<file path="config.mk">
export PLATFORM = sky130hd
export DESIGN_NAME = mem_arbiter
export DESIGN_NICKNAME = d
export VERILOG_FILES = /design/src/rtl/mem_arbiter.sv
export SDC_FILE = /design/constraint.sdc
export NUM_CORES = 1
export LEC_CHECK = 0
export CORE_MARGIN = 3
export CORE_UTILIZATION = 39
export DETAILED_ROUTE_END_ITERATION = 12
export PLACE_DENSITY = 0.82
export SLEW_MARGIN = 0
export SYNTH_ARGS = -nofsm -noshare
export SYNTH_HDL_FRONTEND = slang
export SYNTH_SLANG_ARGS = --single-unit
</file>
<file path="constraint.sdc">
create_clock -name clock -period 2.01 [get_ports clock]
set_input_delay 0.3015 -clock clock [delete_from_list [all_inputs] [get_ports clock]]
set_output_delay 0.3015 -clock clock [all_outputs]
set_load 0.03 [all_outputs]
</file>
<file path="src/rtl/mem_arbiter.sv">
// Two-requester memory arbiter: an instruction-fetch port and a data port share
// one single-port memory. Ties are broken round-robin, every transfer is bounded
// by a timeout, and completion is signalled with a one-cycle ack (plus bus_err on
// timeout).
module mem_arbiter #(
  parameter int ADDR_W  = 32,
  parameter int TIMEOUT = 15
) (
  input  logic              clock,
  input  logic              reset,
  input  logic              if_req,
  input  logic [ADDR_W-1:0] if_addr,
  output logic              if_ack,
  output logic [31:0]       if_rdata,
  input  logic              d_req,
  input  logic              d_we,
  input  logic [ADDR_W-1:0] d_addr,
  input  logic [31:0]       d_wd,
  output logic              d_ack,
  output logic [31:0]       d_rdata,
  output logic              mem_req,
  output logic              mem_we,
  output logic [ADDR_W-1:0] mem_addr,
  output logic [31:0]       mem_wd,
  input  logic [31:0]       mem_rdata,
  input  logic              mem_ack,
  output logic              bus_err
);

  typedef enum logic [1:0] {
    IDLE = 2'd0,
    BUSY = 2'd1,
    RESP = 2'd2
  } state_t;

  state_t      r_state;
  state_t      w_next;
  logic        r_last_d;   // 1: the most recent grant went to the data port
  logic        r_gnt_d;    // 1: the transfer in flight belongs to the data port
  logic [7:0]  r_cnt;      // BUSY cycles already spent without mem_ack
  logic        w_grant;
  logic        w_grant_d;
  logic        w_timeout;

  // Next-state and grant decision; data wins a tie only if fetch was granted last
  always_comb begin
    w_next    = r_state;
    w_grant   = 1'b0;
    w_grant_d = 1'b0;
    w_timeout = 1'b0;
    case (r_state)
      IDLE: begin
        if (if_req || d_req) begin
          w_grant   = 1'b1;
          w_grant_d = d_req && (!if_req || !r_last_d);
          w_next    = BUSY;
        end
      end
      BUSY: begin
        if (mem_ack) begin
          w_next = RESP;
        end else if (r_cnt == 8'(TIMEOUT - 1)) begin
          w_timeout = 1'b1;
          w_next    = RESP;
        end
      end
      RESP:    w_next = IDLE;
      default: w_next = IDLE;
    endcase
  end

  // State register
  always_ff @(posedge clock) begin
    if (reset) begin
      r_state <= IDLE;
    end else begin
      r_state <= w_next;
    end
  end

  // Grant bookkeeping and the registered memory-side request
  always_ff @(posedge clock) begin
    if (reset) begin
      r_last_d <= 1'b1;
      r_gnt_d  <= 1'b0;
      mem_req  <= 1'b0;
      mem_we   <= 1'b0;
      mem_addr <= '0;
      mem_wd   <= '0;
    end else begin
      // mem_req is high exactly for the cycles spent in BUSY
      mem_req <= (w_next == BUSY);
      if (w_grant) begin
        r_last_d <= w_grant_d;
        r_gnt_d  <= w_grant_d;
        mem_addr <= w_grant_d ? d_addr : if_addr;
        mem_we   <= w_grant_d & d_we;
        mem_wd   <= w_grant_d ? d_wd : 32'd0;
      end
    end
  end

  // BUSY cycle counter, response capture and one-cycle ack/bus_err pulses
  always_ff @(posedge clock) begin
    if (reset) begin
      r_cnt    <= 8'd0;
      if_ack   <= 1'b0;
      d_ack    <= 1'b0;
      bus_err  <= 1'b0;
      if_rdata <= 32'd0;
      d_rdata  <= 32'd0;
    end else begin
      if_ack  <= 1'b0;
      d_ack   <= 1'b0;
      bus_err <= 1'b0;
      if (w_grant) begin
        r_cnt <= 8'd0;
      end else if (r_state == BUSY) begin
        if (mem_ack) begin
          if (r_gnt_d) begin
            d_ack   <= 1'b1;
            d_rdata <= mem_rdata;
          end else begin
            if_ack   <= 1'b1;
            if_rdata <= mem_rdata;
          end
        end else if (w_timeout) begin
          bus_err <= 1'b1;
          if (r_gnt_d) begin
            d_ack   <= 1'b1;
            d_rdata <= 32'd0;
          end else begin
            if_ack   <= 1'b1;
            if_rdata <= 32'd0;
          end
        end else begin
          r_cnt <= r_cnt + 8'd1;
        end
      end
    end
  end

endmodule

</file>
Word-level counts from Yosys, hierarchy flattened
Index checks and enable logic that the tools add are counted.
{ "totals": {"regBits": 145, "latchBits": 0, "mem_bits_rw": 0, "mem_bits_ro": 0, "in_bits": 134, "output_inout_bits": 133, "elab_cells": 64, "n_memories": 0} }
{ "classes": {"add_sub_neg": 1, "n_mul": 0, "div_mod_pow": 0, "order_cmp": 0, "n_eq_ne": 3, "shift": 0, "muxes": 28, "n_bitwise": 6, "n_reduce_logical": 13} }
{ "op_table": {"columns": ["operator", "n"], "rows": [
  ["32-bit 2-to-1 mux", 10],
  ["1-bit 2-to-1 mux", 14],
  ["8-bit by 1-bit adder with 8-bit output, second input constant", 1],
  ["8-bit by 4-bit equality test with 1-bit output, second input constant", 1],
  ["4-bit AND reduction", 2],
  ["2-bit 2-to-1 mux", 3],
  ["1-bit inverter", 5],
  ["2-bit by 1-bit equality test with 1-bit output, second input constant", 2],
  ["2-bit case mux with 2 select lines", 1],
  ["4-bit OR reduction", 1],
  ["3-bit AND reduction", 1],
  ["3-bit OR reduction", 1],
  ["1-bit zero test", 2],
  ["2-bit zero test", 1],
  ["1-bit logical OR", 2],
  ["2-bit nonzero test", 1],
  ["2-bit OR reduction", 1],
  ["1-bit AND", 1],
  ["1-bit logical AND", 1]
]} }

Logic depth before layout (Yosys ltp)
Gate-level depths: netlist of the first run.
{ "depth": {"ltp_word": 6, "depth_mapped": 7, "mapped_depth_nobuf": 6} }

Least setup slack after synthesis of the first run
OpenSTA, ideal clock, no wires.
{ "synth_path": {"path_type": "register -> register", "startpoint": "register r_cnt[7]", "endpoint": "register d_rdata[10]", "arrival_time_ps": 1486, "required_time_ps": 1893, "path_slack_ps": 406, "path_stages_with_launch": 6, "path_buffers": 1, "synth_period_minus_slack_ps": 1604, "cell_sequence": "dfxtp_1 -> or4_4 -> o21bai_4 -> a21oi_2 -> buf_6 -> a32o_1"} }
{ "synth_via": {"elab_chain_len": 6} }
{ "synth_lines": {"columns": ["item", "line_no", "text"], "rows": [
  ["start: declaration", "40", "logic [7:0] r_cnt;"],
  ["start signal: assignment", "137", "r_cnt <= r_cnt + 8'd1;"],
  ["8-bit by 4-bit equality test with 1-bit output", "62", "end else if (r_cnt == 8'(TIMEOUT - 1)) begin"],
  ["1-bit 2-to-1 mux", "62", null],
  ["1-bit 2-to-1 mux", "60", "if (mem_ack) begin"],
  ["1-bit 2-to-1 mux", "51", "case (r_state)"],
  ["2-bit nonzero test (no line)", null, null],
  ["4-bit AND reduction (no line)", null, null],
  ["end signal: assignment", "122", "d_rdata <= mem_rdata;"],
  ["end: declaration", "20", "output logic [31:0] d_rdata,"]
]} }
Every way passes these cells.
A chain may end at the register's enable or synchronous reset.

Worst setup path in the final report of the first run
{ "layout_path": {"startpoint": "register mem_addr[0]", "endpoint": "output port mem_addr[0]"} }
{ "layout_rtl": {"columns": ["item", "line_no", "text"], "rows": [
  ["start: declaration", "23", "output logic [ADDR_W-1:0] mem_addr,"],
  ["start signal: assignment", "96", "mem_addr <= w_grant_d ? d_addr : if_addr;"]
]} }
No word-level cell between the ends.

==> impl_metrics.ini, run 1 <==
[floorplan]
die_h_um = 120
die_area_um2 = 14500
rows = 41
io_pins = 267
initial_core_util = 0.401
coreArea_um2 = 12700
dieWidth_um = 120

[clock_network]
clockBufferDepth = 2
path_clk_slew_ps = 60
clk_latency_ps = 410
cts_buffers = 17
cts_sinks = 145
cts_root_buffer = clkbuf_16
cts_tree = done
htree_levels = 4

[critical_path]
cp.buffers_inverters = 1
rrSetupSlack_ps = 260
cp_slowest_cell = clkdlybuf4s50_1
critPathMaxFanout = 2
cp-end-kind = primary output
reg2regPathDepth = 5
worst-setup-path-type = reg2out
crit_family = buffers and inverters
reg2reg_from = r_cnt[4]
crit_chain = clkdlybuf4s50_1
cpPeakStageDelay_ps = 690
rr_endpoint = d_rdata[29]
cp-start-kind = flip-flop
cp_data_arrival_time_ps = 1470
cp.required_ps = 1710

[finish]
area.sequential_um2 = 2900
drive_above_1_share = 0.0849
fill_cells = 1022
fin_area_um2 = 8600
multiInputGateArea_um2 = 2000
final_nets = 879
syn_to_final_growth_pct = 68.6
num_antenna_cells = 0

[power_and_ir_drop]
p_sw_frac = 0.263
power_leakage_nw = 3.22
p_int_w = 0.00572
p_sw_w = 0.00204
ir_worst_vdd_v = 0.000537
pwr-share-clk = 0.407
power_density_nw_per_um2 = 903
seq_power_share = 0.403
combPwrFrac = 0.190

[synth]
syn-num-nets = 616
synth_edf_count = 0
ys.flop_type = dfxtp_1
synth_area_leaders = dfxtp_1 (57%), a32o_1 (13%), a22o_1 (5.7%), a211oi_1 (4.7%), a21oi_1 (3.6%)
seq_area_frac_synth = 0.569
synthesis.area_um2 = 5100
synth_warnings = 0
synthArstFlopShare = 0
synthTopCellsByCount = dfxtp_1 (145), a32o_1 (64), nor2_1 (44)
synth_cell_types = 37
ys_ff_latch = 145
yosysTopAreaCellShare = 0.569
yosysMostFrequentCell = dfxtp_1
yosysTopAreaCell = dfxtp_1
synth_cells = 480
avgSynthCellArea_um2 = 10.6

[sta]
rsz0062_at_grt = false
max_slew_margin = 0.528
fin_ws_ps = 243
hold_viol_final = 0
fmax_mhz = 566
post-route-period-util = 0.879
finClkSkew_ps = 4.96
tightest_slew_ps = 707
maxSlewViolCount = 0
setup_viol = 0
period_minus_slack_ps = 1770

[placement]
pre_cts_ws_ps = -197
dpl_cell_area_um2 = 8000
gp_congestion = 0.814
portBuffers = 266
hpwl_um = 11900

[route]
via_count = 4980
wl_met3_um = 1140
highest_layer = met4
drt_iter0_markers = 421
avgRoutedWirePerCell_um = 17.8
viasPerCell = 5.38
first_pass_iters = 5
drc = 0
drtAntennaViolNets = 0
drt-total-wl_um = 16500
m1WireLength_um = 6470
met2_wirelength_um = 8410

[global_routing]
grt_max_degree = 36
track_usage = 0.226
antenna_found_initial = 0
grt_pass1_vias = 5172
grt_pass1_wl_um = 26200
grt-ovfl-total = 0

[status]
status = complete, no violations

[min_path]
hold_path_depth = 3
hp-class = in2reg
hp-start = if_addr[30]
hold_path_end = mem_addr[30]

[flow_run]
cap_violations = 0
==> power by group through the flow <==
| stage | sequential, W | combinational [W] | clock [W] |
|---|---|---|---|
| 6_report | 0.00313 | 0.00148 | 0.00316 |
| 4_1_cts | 0.00313 | 0.00149 | 0.00321 |
| 5_1_grt | 0.00314 | 0.00157 | 0.00333 |
| 3_3_place_gp | 0.00318 | 0.00144 | 0 |
| 2_1_floorplan | 0.00348 | 0.000430 | 0 |
| 3_5_place_dp | 0.00319 | 0.00147 | 0 |
==> worst max path at each step <==
stage / startpoint / end / slack (ps) / cells past startpoint
floorplan: r_cnt[7] / d_rdata[10] / 410 / 5
global placement: if_req / mem_wd[17] / -110 / 5
detailed placement: if_req / mem_wd[28] / -200 / 5
CTS: r_state[0] / mem_wd[19] / 30 / 4
global route: mem_wd[13] / mem_wd[13] / 180 / 1
finish: mem_addr[0] / mem_addr[0] / 240 / 1
==> flip-flops by register name, indices dropped and copies added, names as in the netlist <==
name,flops
r_gnt_d,1
mem_we,1
mem_addr,32
bus_err,1
mem_wd,32
r_last_d,1
mem_req,1
d_rdata,32
d_ack,1
r_cnt,8
if_rdata,32
r_state,2
if_ack,1
==> metal layers <==
| layer | track usage | vias to the layer above |
|---|---|---|
| met5 | 0 | - |
| met4 | 0.102 | 0 |
| met3 | 0.0674 | 39 |
| met2 | 0.398 | 226 |
| met1 | 0.252 | 2368 |
| li1 | - | 2347 |
==> through the flow <==
step / hold WS, ps / TNS, ps / instances / total power [W] / util
2_1_floorplan: 426 / 0 / 480 / 0.00391 / -
3_3_place_gp: 446 / -3430 / 896 / 0.00462 / 0.629
3_5_place_dp: 453 / -6100 / 896 / 0.00466 / 0.629
4_1_cts: 427 / 0 / 926 / 0.00783 / 0.675
5_1_grt: 437 / 0 / 926 / 0.00804 / 0.676
6_report: 443 / 0 / 926 / 0.00777 / 0.676
==> cells by family (layout without fill, tap and decap cells) <==
group           Yosys count  in the layout  share of synthesized area
compound gates          177            177                      0.283
flops                   145            145                      0.569
simple gates            104            104                     0.0901
buf+inv                  47            321                     0.0439
xor+xnor                  5              5                    0.00859
fa+ha+maj                 2              2                    0.00491
==> cell type report <==
class,count,share of cell area
Clock buffer,20,0.0531
Sequential cell,145,0.338
Clock inverter,10,0.0159
Multi-Input combinational cell,288,0.232
Timing Repair Buffer,288,0.335
Inverter,3,0.00131
Tap cell,172,0.0250
==> timing repair <==
action,in CTS,in global routing
hold buffers,0,0
setup buffers,0,0
gates resized for setup,0,1
setup endpoints to repair,0,33
==> placed cells by master, fill, tap and decap left out, drive strengths merged, types with 2 or more instances in the layout <==
master         synthesis  routed
clkbuf                34      20
bufinv                 0       3
dfxtp                145     145
clkinvlp               0       3
nand3                  6       6
and3                   3       3
clkinv                 0       4
nor2                  44      44
xor2                   3       3
nand2                 36      36
clkdlybuf4s50          0     266
a32o                  64      64
inv                    3       3
buf                   10      22
o21ai                  4       4
ha                     2       2
a21oi                 39      39
a22o                  33      33
a211oi                32      32
nor4                   2       2
or3                    2       2
xnor2                  2       2
nor3                   3       3
Note: power is estimated with default switching activity, not from simulation.
==> run 2, diff against run 1 <==
Settings changed: CELL_PAD_IN_SITES_DETAIL_PLACEMENT set to 1, CELL_PAD_IN_SITES_GLOBAL_PLACEMENT set to 2, CORE_UTILIZATION 39 to 22, PLACE_DENSITY 0.82 to 0.81.
Clock period 2.01 ns to 1.8 ns, I/O delays scaled along.
==> impl_metrics.ini, run 2 (synthesis results as in run 1) <==
[status]
status = complete, no violations

[floorplan]
dieWidth_um = 158
initial_core_util = 0.225
coreArea_um2 = 22700
die_area_um2 = 25000
rows = 55
die_h_um = 158
io_pins = 267

[critical_path]
crit_chain = clkdlybuf4s50_1
worst-setup-path-type = reg2out
cp-start-kind = flip-flop
crit_family = buffers and inverters
critPathMaxFanout = 2
cp.buffers_inverters = 1
cp.required_ps = 1530
cp-end-kind = primary output
cpPeakStageDelay_ps = 710
cp_slowest_cell = clkdlybuf4s50_1
cp_data_arrival_time_ps = 1470

[flow_run]
cap_violations = 0

[finish]
postLayoutCoreUtil = 0.391
fill_cells = 2477
num_antenna_cells = 0
final_common_cell = clkdlybuf4s50_1
syn_to_final_growth_pct = 74.3
final_cell_mix = clkdlybuf4s50_1 (260), dfxtp_1 (145), a32o_1 (64)
drive_above_1_share = 0.0982
area.sequential_um2 = 2900
multiInputGateArea_um2 = 2000
final_nets = 887

[route]
drt-total-wl_um = 18500
viasPerCell = 4.68
avgRoutedWirePerCell_um = 17.6
drtAntennaViolNets = 0
drc = 0
drt_iter0_markers = 180
via_count = 4905
first_pass_iters = 4

[sta]
period_minus_slack_ps = 1740
fmax_mhz = 576
rsz0062_at_grt = false
setup_tns_ps = 0
post-route-period-util = 0.965
max_slew_margin = 0.739
finClkSkew_ps = 7.74
hold_viol_final = 0
setup_viol = 0
tightest_slew_ps = 387
maxSlewViolCount = 0

[placement]
hpwl_um = 13300
gp_congestion = 0.740
portBuffers = 266

[min_path]
hp-class = in2reg

[global_routing]
grt_pass1_vias = 5175
track_usage = 0.145
grt_pass1_wl_um = 28400
grt-ovfl-total = 0
antenna_found_initial = 0
grt_max_degree = 40

[clock_network]
cts_root_buffer = clkbuf_16
clockBufferDepth = 2
postCtsHoldBufs = 0
path_clk_slew_ps = 60
clk_latency_ps = 410
htree_levels = 4
cts_sinks = 145
cts_buffers = 17
cts_tree = done

[power_and_ir_drop]
ir_worst_vdd_v = 0.000454
power_leakage_nw = 3.38
power.total_w = 0.00890
power_density_nw_per_um2 = 1000
-- run 2: timing repair --
action,4_1_cts,5_1_grt
endpoints found under the setup margin,0,8
hold endpoints to repair,0,0
buffers inserted,0,0
resized for setup,0,5
-- run 2: layer usage --
| metal | vias up | track usage | part of all wire |
|---|---|---|---|
| met5 | - | 0 | 0 |
| met4 | 0 | 0.0434 | 0.013 |
| met2 | 162 | 0.238 | 0.47 |
| met3 | 16 | 0.0541 | 0.078 |
| li1 | 2360 | - | - |
| met1 | 2367 | 0.178 | 0.44 |
-- run 2: worst paths after layout --
path                                   start           end  slack (ps)  cells after the start
worst max register to register      r_cnt[7]   d_rdata[26]          80                      5
worst min register to register  if_rdata[28]  if_rdata[28]         460                      1
worst max-delay path             mem_addr[0]   mem_addr[0]          60                      1
worst min-delay path                   reset       r_gnt_d         250                      2
-- run 2: layout make-up --
class / instances / share of cell area
Timing Repair Buffer: 296 / 0.337
Clock buffer: 19 / 0.0499
Inverter: 3 / 0.00127
Tap cell: 285 / 0.0401
Sequential cell: 145 / 0.327
Multi-Input combinational cell: 288 / 0.225
Clock inverter: 13 / 0.0197
-- run 2: through the flow --
stage / setup WS [ps] / cell area, µm² / instances / hold WS, ps
after detailed placement: -46.1 / 8250 / 1017 / 453
after global routing: 4.45 / 8880 / 1049 / 262
after global placement: 45.6 / 8250 / 1017 / 445
after CTS: 1.47 / 8870 / 1049 / 232
final: 62.9 / 8880 / 1049 / 246
after floorplan: 196 / 5100 / 480 / 396
-- run 2: report_power, final --
group	switching, W	total [W]	internal, W
Combinational	0.000903	0.00170	0.000794
Clock	0.00147	0.00372	0.00225
Sequential	0.0000929	0.00348	0.00339
Total	0.00247	0.00890	0.00643
==> variant 1: new RTL, settings of run 2 <==
The 3 states of `state_t` get a one-hot encoding in 3 bits.
--- a/src/rtl/mem_arbiter.sv
+++ b/src/rtl/mem_arbiter.sv
@@ -29,6 +29,6 @@
 
-  typedef enum logic [1:0] {
-    IDLE = 2'd0,
-    BUSY = 2'd1,
-    RESP = 2'd2
+  typedef enum logic [2:0] {
+    IDLE = 3'b001,
+    BUSY = 3'b010,
+    RESP = 3'b100
   } state_t;
Check against the original RTL: same outputs for any inputs over 4 cycles, from zero or initial values and one cycle with reset high; so few cycles prove little.
==> variant 1 against run 2 <==
Non-clock buffer count grew 8; sequential cell count grew 1; routed wire length grew 42%; critical path type unchanged; combinational power grew 31%; design area grew 23%; global-route usage grew 0.74 points; power grew 9.2%; clock skew grew 0.012 ns; worst setup slack lost 0.011 ns; first-iteration DRC count grew 80%; die area grew 34%; area after synthesis grew 35%.
==> variant 1: results <==
metrics = {
    "detailed_routing": {
        "via_per_inst": 4.75,
        "wl_mm": 26.3,
        "first_iter_violations": 324,
    },
    "logic_synthesis": {
        "ys_types": 38,
        "yosys-top-cells-count": "146 x dfxtp_1, 74 x o21ai_0, 72 x a21oi_1, 69 x nand3_1, 67 x nor2b_1",
        "syn_avg_cell_area_sq_um": 9.16,
        "ys_seq_area_share_pct": 42.5,
        "synth.area.top_cells": "dfxtp_1 42%, mux2_2 10%, a21o_1 7.2%",
    },
    "worst_hold_path": {
        "whs_endpoint": "mem_addr[25]$_SDFFE_PP0P_",
        "hold_depth": 3,
    },
    "sta": {
        "relSlewSlack_pct": 72.3,
    },
    "layout": {
        "stdcell_count": 1409,
        "drive_gt1_share_pct": 14.4,
        "fill_cells": 3500,
    },
    "placed_design": {
        "hpwl_mm": 17.9,
        "place_congestion": 0.781,
    },
    "critical_path": {
        "r2r_end": "if_rdata[24]$_SDFFE_PP0P_",
        "ff2ff_setup_slack_ns": 0.07,
        "reg2reg_from": "r_state[2]$_SDFF_PP0_",
    },
    "power_and_ir_drop": {
        "ir_drop_mv": 0.551,
    },
    "clocking": {
        "path_clk_slew_ns": 0.07,
    },
    "run_status": {
        "status": "complete, no violations",
    },
    "global_routing": {
        "grt_antenna_before_repair": 3,
        "grtUsageTotal_pct": 15.2,
        "grt_pass1_wl_mm": 40.5,
    },
}
## variant 1: final cells by class
class                   count  area [sq um]  share of cell area [%]
diodes                      3          7.51                  0.0687
clock buffers              19           433                    3.96
clock inverters            13           200                    1.83
inverters                   3          11.3                   0.103
multi-input cells         525          3700                    33.8
flip-flops and latches    146          2920                    26.7
well taps                 396           495                    4.53
repair buffers            304          3170                    29.0
## variant 1: power by group through the flow
stage / logic, mW / registers, mW / clock network (mW)
after floorplan: 0.746 / 3.96 / 0
after detailed placement: 2.22 / 3.60 / 0
after global placement: 2.21 / 3.60 / 0
final: 2.23 / 3.53 / 3.96
after global routing: 2.38 / 3.55 / 4.24
after CTS: 2.23 / 3.53 / 4.10
## variant 1: how the worst max path moves through the flow
stage                              startpoint                  endpoint  depth (start not counted)
finish              mem_addr[10]$_SDFFE_PP0P_              mem_addr[10]                          1
global route            r_state[1]$_SDFF_PP0_  if_rdata[2]$_SDFFE_PP0P_                          5
CTS                        bus_err$_SDFF_PP0_                   bus_err                          1
detailed placement                    mem_ack     r_cnt[7]$_SDFFE_PP0P_                          4
global placement                      mem_ack     r_cnt[7]$_SDFFE_PP0P_                          4
floorplan               r_cnt[0]$_SDFFE_PP0P_         if_ack$_SDFF_PP0_                          7
## variant 1: metrics by stage
step                      cell area [sq um]  setup slack, ns  total power, mW   TNS (ns)  hold slack [ns]
final                                 10900           0.0517             9.72          0            0.389
after global routing                  10900        -0.000186             10.2  -0.000186            0.398
after CTS                             10900          0.00314             9.86          0            0.375
after detailed placement              10200           -0.313             5.82      -2.09            0.468
after global placement                10200           -0.288             5.81      -1.63            0.456
after floorplan                        6890           0.0111             4.70          0            0.422
## variant 1: cell families after synthesis
logic type / share of synthesized area, %
multiplexers: 11.1
AND/OR/NAND/NOR: 18.0
buffers and inverters: 4.64
flip-flops: 42.5
AO/OA/AOI/OAI: 23.4
adder cells (fa/ha/maj): 0.364
## variant 1: timing repair
item                       CTS  global route
buffers inserted             0             1
gates cloned                 0             1
setup endpoints to repair    1            14
resized for setup            1            10
hold endpoints to repair     0             0
## variant 1: metal layers
layer  track usage [%]  up-vias  part of all wire (%)
li1                  -     3245                     -
met1              18.5     3286                    43
met2              26.6      124                    51
met3              2.70       35                   2.7
met4              6.40        0                   2.9
met5                 0        -                     0
==> variant 2: new RTL, settings of run 2 <==
Made on the original files. Set the parameter `ADDR_W` to 40 (it was 32).
--- a/src/rtl/mem_arbiter.sv
+++ b/src/rtl/mem_arbiter.sv
@@ -5,3 +5,3 @@
 module mem_arbiter #(
-  parameter int ADDR_W  = 32,
+  parameter int ADDR_W  = 40,
   parameter int TIMEOUT = 15
Ports: changed (resized d_addr, if_addr and mem_addr); port bits go from 267 to 291. No check against the original RTL was run, so the function may have changed too.
==> variant 2 against run 2 <==
Synthesized cell count up 49%; power up 10%; global-route usage down 0.18 points; cell count up 34%; routed wire length up 37%; via count up 37%; sequential cell count up 8; design area up 27%; sequential power up 8.0%; register-to-register slack better by 0.10 ns; worst setup slack worse by 0.0029 ns; area after synthesis up 39%; largest cell class is now multi-input combinational cells.
==> variant 2: results <==
metrics = {
    "layout": {
        "drive_gt1_share_pct": 14.8,
        "fill_cells": 3476,
        "nets": 1145,
        "regMostFlops": "mem_addr",
    },
    "critical_path": {
        "cp_top_family": "buffers and inverters",
        "crit_path_top_delay_cell": "clkdlybuf4s50_1",
    },
    "run_status": {
        "status": "complete, no violations",
    },
    "global_routing": {
        "grt_pass1_vias": 6922,
        "grt_max_degree": 63,
        "grtUsageTotal_pct": 14.3,
        "grt_pass1_wl_mm": 39.1,
        "grt_antenna_before_repair": 0,
    },
    "power_and_ir_drop": {
        "ir_drop_mv": 0.623,
        "power_leakage_nw": 4.98,
        "internal_power_mw": 6.73,
    },
    "sta": {
        "relSlewSlack_pct": 66.0,
        "skew_ns": 0.0167,
    },
    "logic_synthesis": {
        "async_flop_share_pct": 0,
        "yosysWarnings": 0,
        "ys_types": 41,
        "yosys-top-cells-count": "153 x dfxtp_1, 65 x a21o_1, 64 x mux2_2, 64 x nor2b_1, 45 x a21oi_1",
        "synth.area.top_cells": "dfxtp_1 43%, mux2_2 10%, a21o_1 6.9%",
        "syn-num-nets": 869,
        "ys_seq_area_share_pct": 43.4,
    },
    "clocking": {
        "htree_num_levels": 4,
        "path_clk_slew_ns": 0.07,
        "cts_buffer_depth": 2,
        "cts-root-buf": "clkbuf_16",
        "clk_latency_ns": 0.43,
    },
    "detailed_routing": {
        "first_iter_violations": 240,
        "wl_mm": 25.4,
        "via_per_inst": 4.79,
    },
    "placed_design": {
        "hpwl_mm": 17.6,
        "io_buffers": 290,
        "dp_slack_ns": -0.0956,
        "place_congestion": 0.772,
    },
}
## variant 2: changes by cell type in the layout (fill, tap and decap cells not counted), moves of 29 or more
cell | run 2 | this run
a211oi_1 | 32 | 3
a21o_1 | 0 | 65
a311oi_1 | 0 | 40
a32o_1 | 64 | 0
and3b_1 | 0 | 32
mux2_2 | 0 | 64
nand2_1 | 36 | 3
nand4_1 | 0 | 41
nor2_1 | 40 | 1
nor2b_1 | 0 | 64
o21ai_0 | 2 | 42
## variant 2: per-layer routing
layer	routed length [um]	GRT usage, %
met3	1810	5.01
met1	11700	18.5
met4	231	2.58
met5	0	0
met2	11700	23.4
## variant 2: cells by family after synthesis
family	Yosys count	share of synthesized area, %
mux	69	10.9
flops	153	43.4
buf+inv	82	5.03
compound gates	246	24.4
fa+ha+maj	2	0.354
simple gates	165	15.9
## variant 2: through the flow
step | setup TNS [ns] | hold slack (ns) | instances | instance area (sq um) | util [%]
detailed placement | -4.13 | 0.465 | 1368 | 10700 | 34.2
CTS | 0 | 0.314 | 1401 | 11300 | 36.2
floorplan | 0 | 0.396 | 717 | 7060 | -
finish | 0 | 0.338 | 1401 | 11300 | 36.3
global placement | -2.29 | 0.462 | 1368 | 10700 | 34.2
global route | 0 | 0.336 | 1401 | 11300 | 36.3
## variant 2: worst reg2reg max path: stages, from the launching register on
cell	delay, ns
dfxtp_1	0.36
buf_12	0.16
or3b_4	0.37
or4_1	0.51
a21oi_1	0.15
## variant 2: area by class of cell
| class | count | area share, % |
|---|---|---|
| Clock inverter | 14 | 1.37 |
| Sequential cell | 153 | 27.1 |
| Clock buffer | 17 | 3.77 |
| Timing Repair Buffer | 334 | 30.6 |
| Inverter | 5 | 0.166 |
| Tap cell | 396 | 4.39 |
| Multi-Input combinational cell | 482 | 32.6 |
## variant 2: final timing paths
path                                               start                   endpoint  slack [ns]  cells after the start
worst max-delay path            d_rdata[30]$_SDFFE_PP0P_                d_rdata[30]        0.06                      1
worst min-delay path                               reset  if_rdata[14]$_SDFFE_PP0P_        0.34                      3
worst max register to register     r_state[1]$_SDFF_PP0_      r_cnt[5]$_SDFFE_PP0P_        0.18                      4
worst min register to register    mem_wd[1]$_SDFFE_PP0P_     mem_wd[1]$_SDFFE_PP0P_        0.48                      1
## variant 2: timing repair
item | CTS | global route
hold buffers | 0 | 0
setup buffers | 2 | 0
setup endpoints to repair | 53 | 16
pin swaps | 1 | 0
cloned | 0 | 0
gates resized for setup | 3 | 14
## variant 2: power by group through the flow
stage / Combinational, mW / Sequential [mW] / Clock, mW
6_report: 2.40 / 3.76 / 3.64
5_1_grt: 2.57 / 3.79 / 3.93
4_1_cts: 2.44 / 3.77 / 3.79
3_5_place_dp: 2.43 / 3.84 / 0
3_3_place_gp: 2.40 / 3.83 / 0
2_1_floorplan: 0.801 / 4.28 / 0
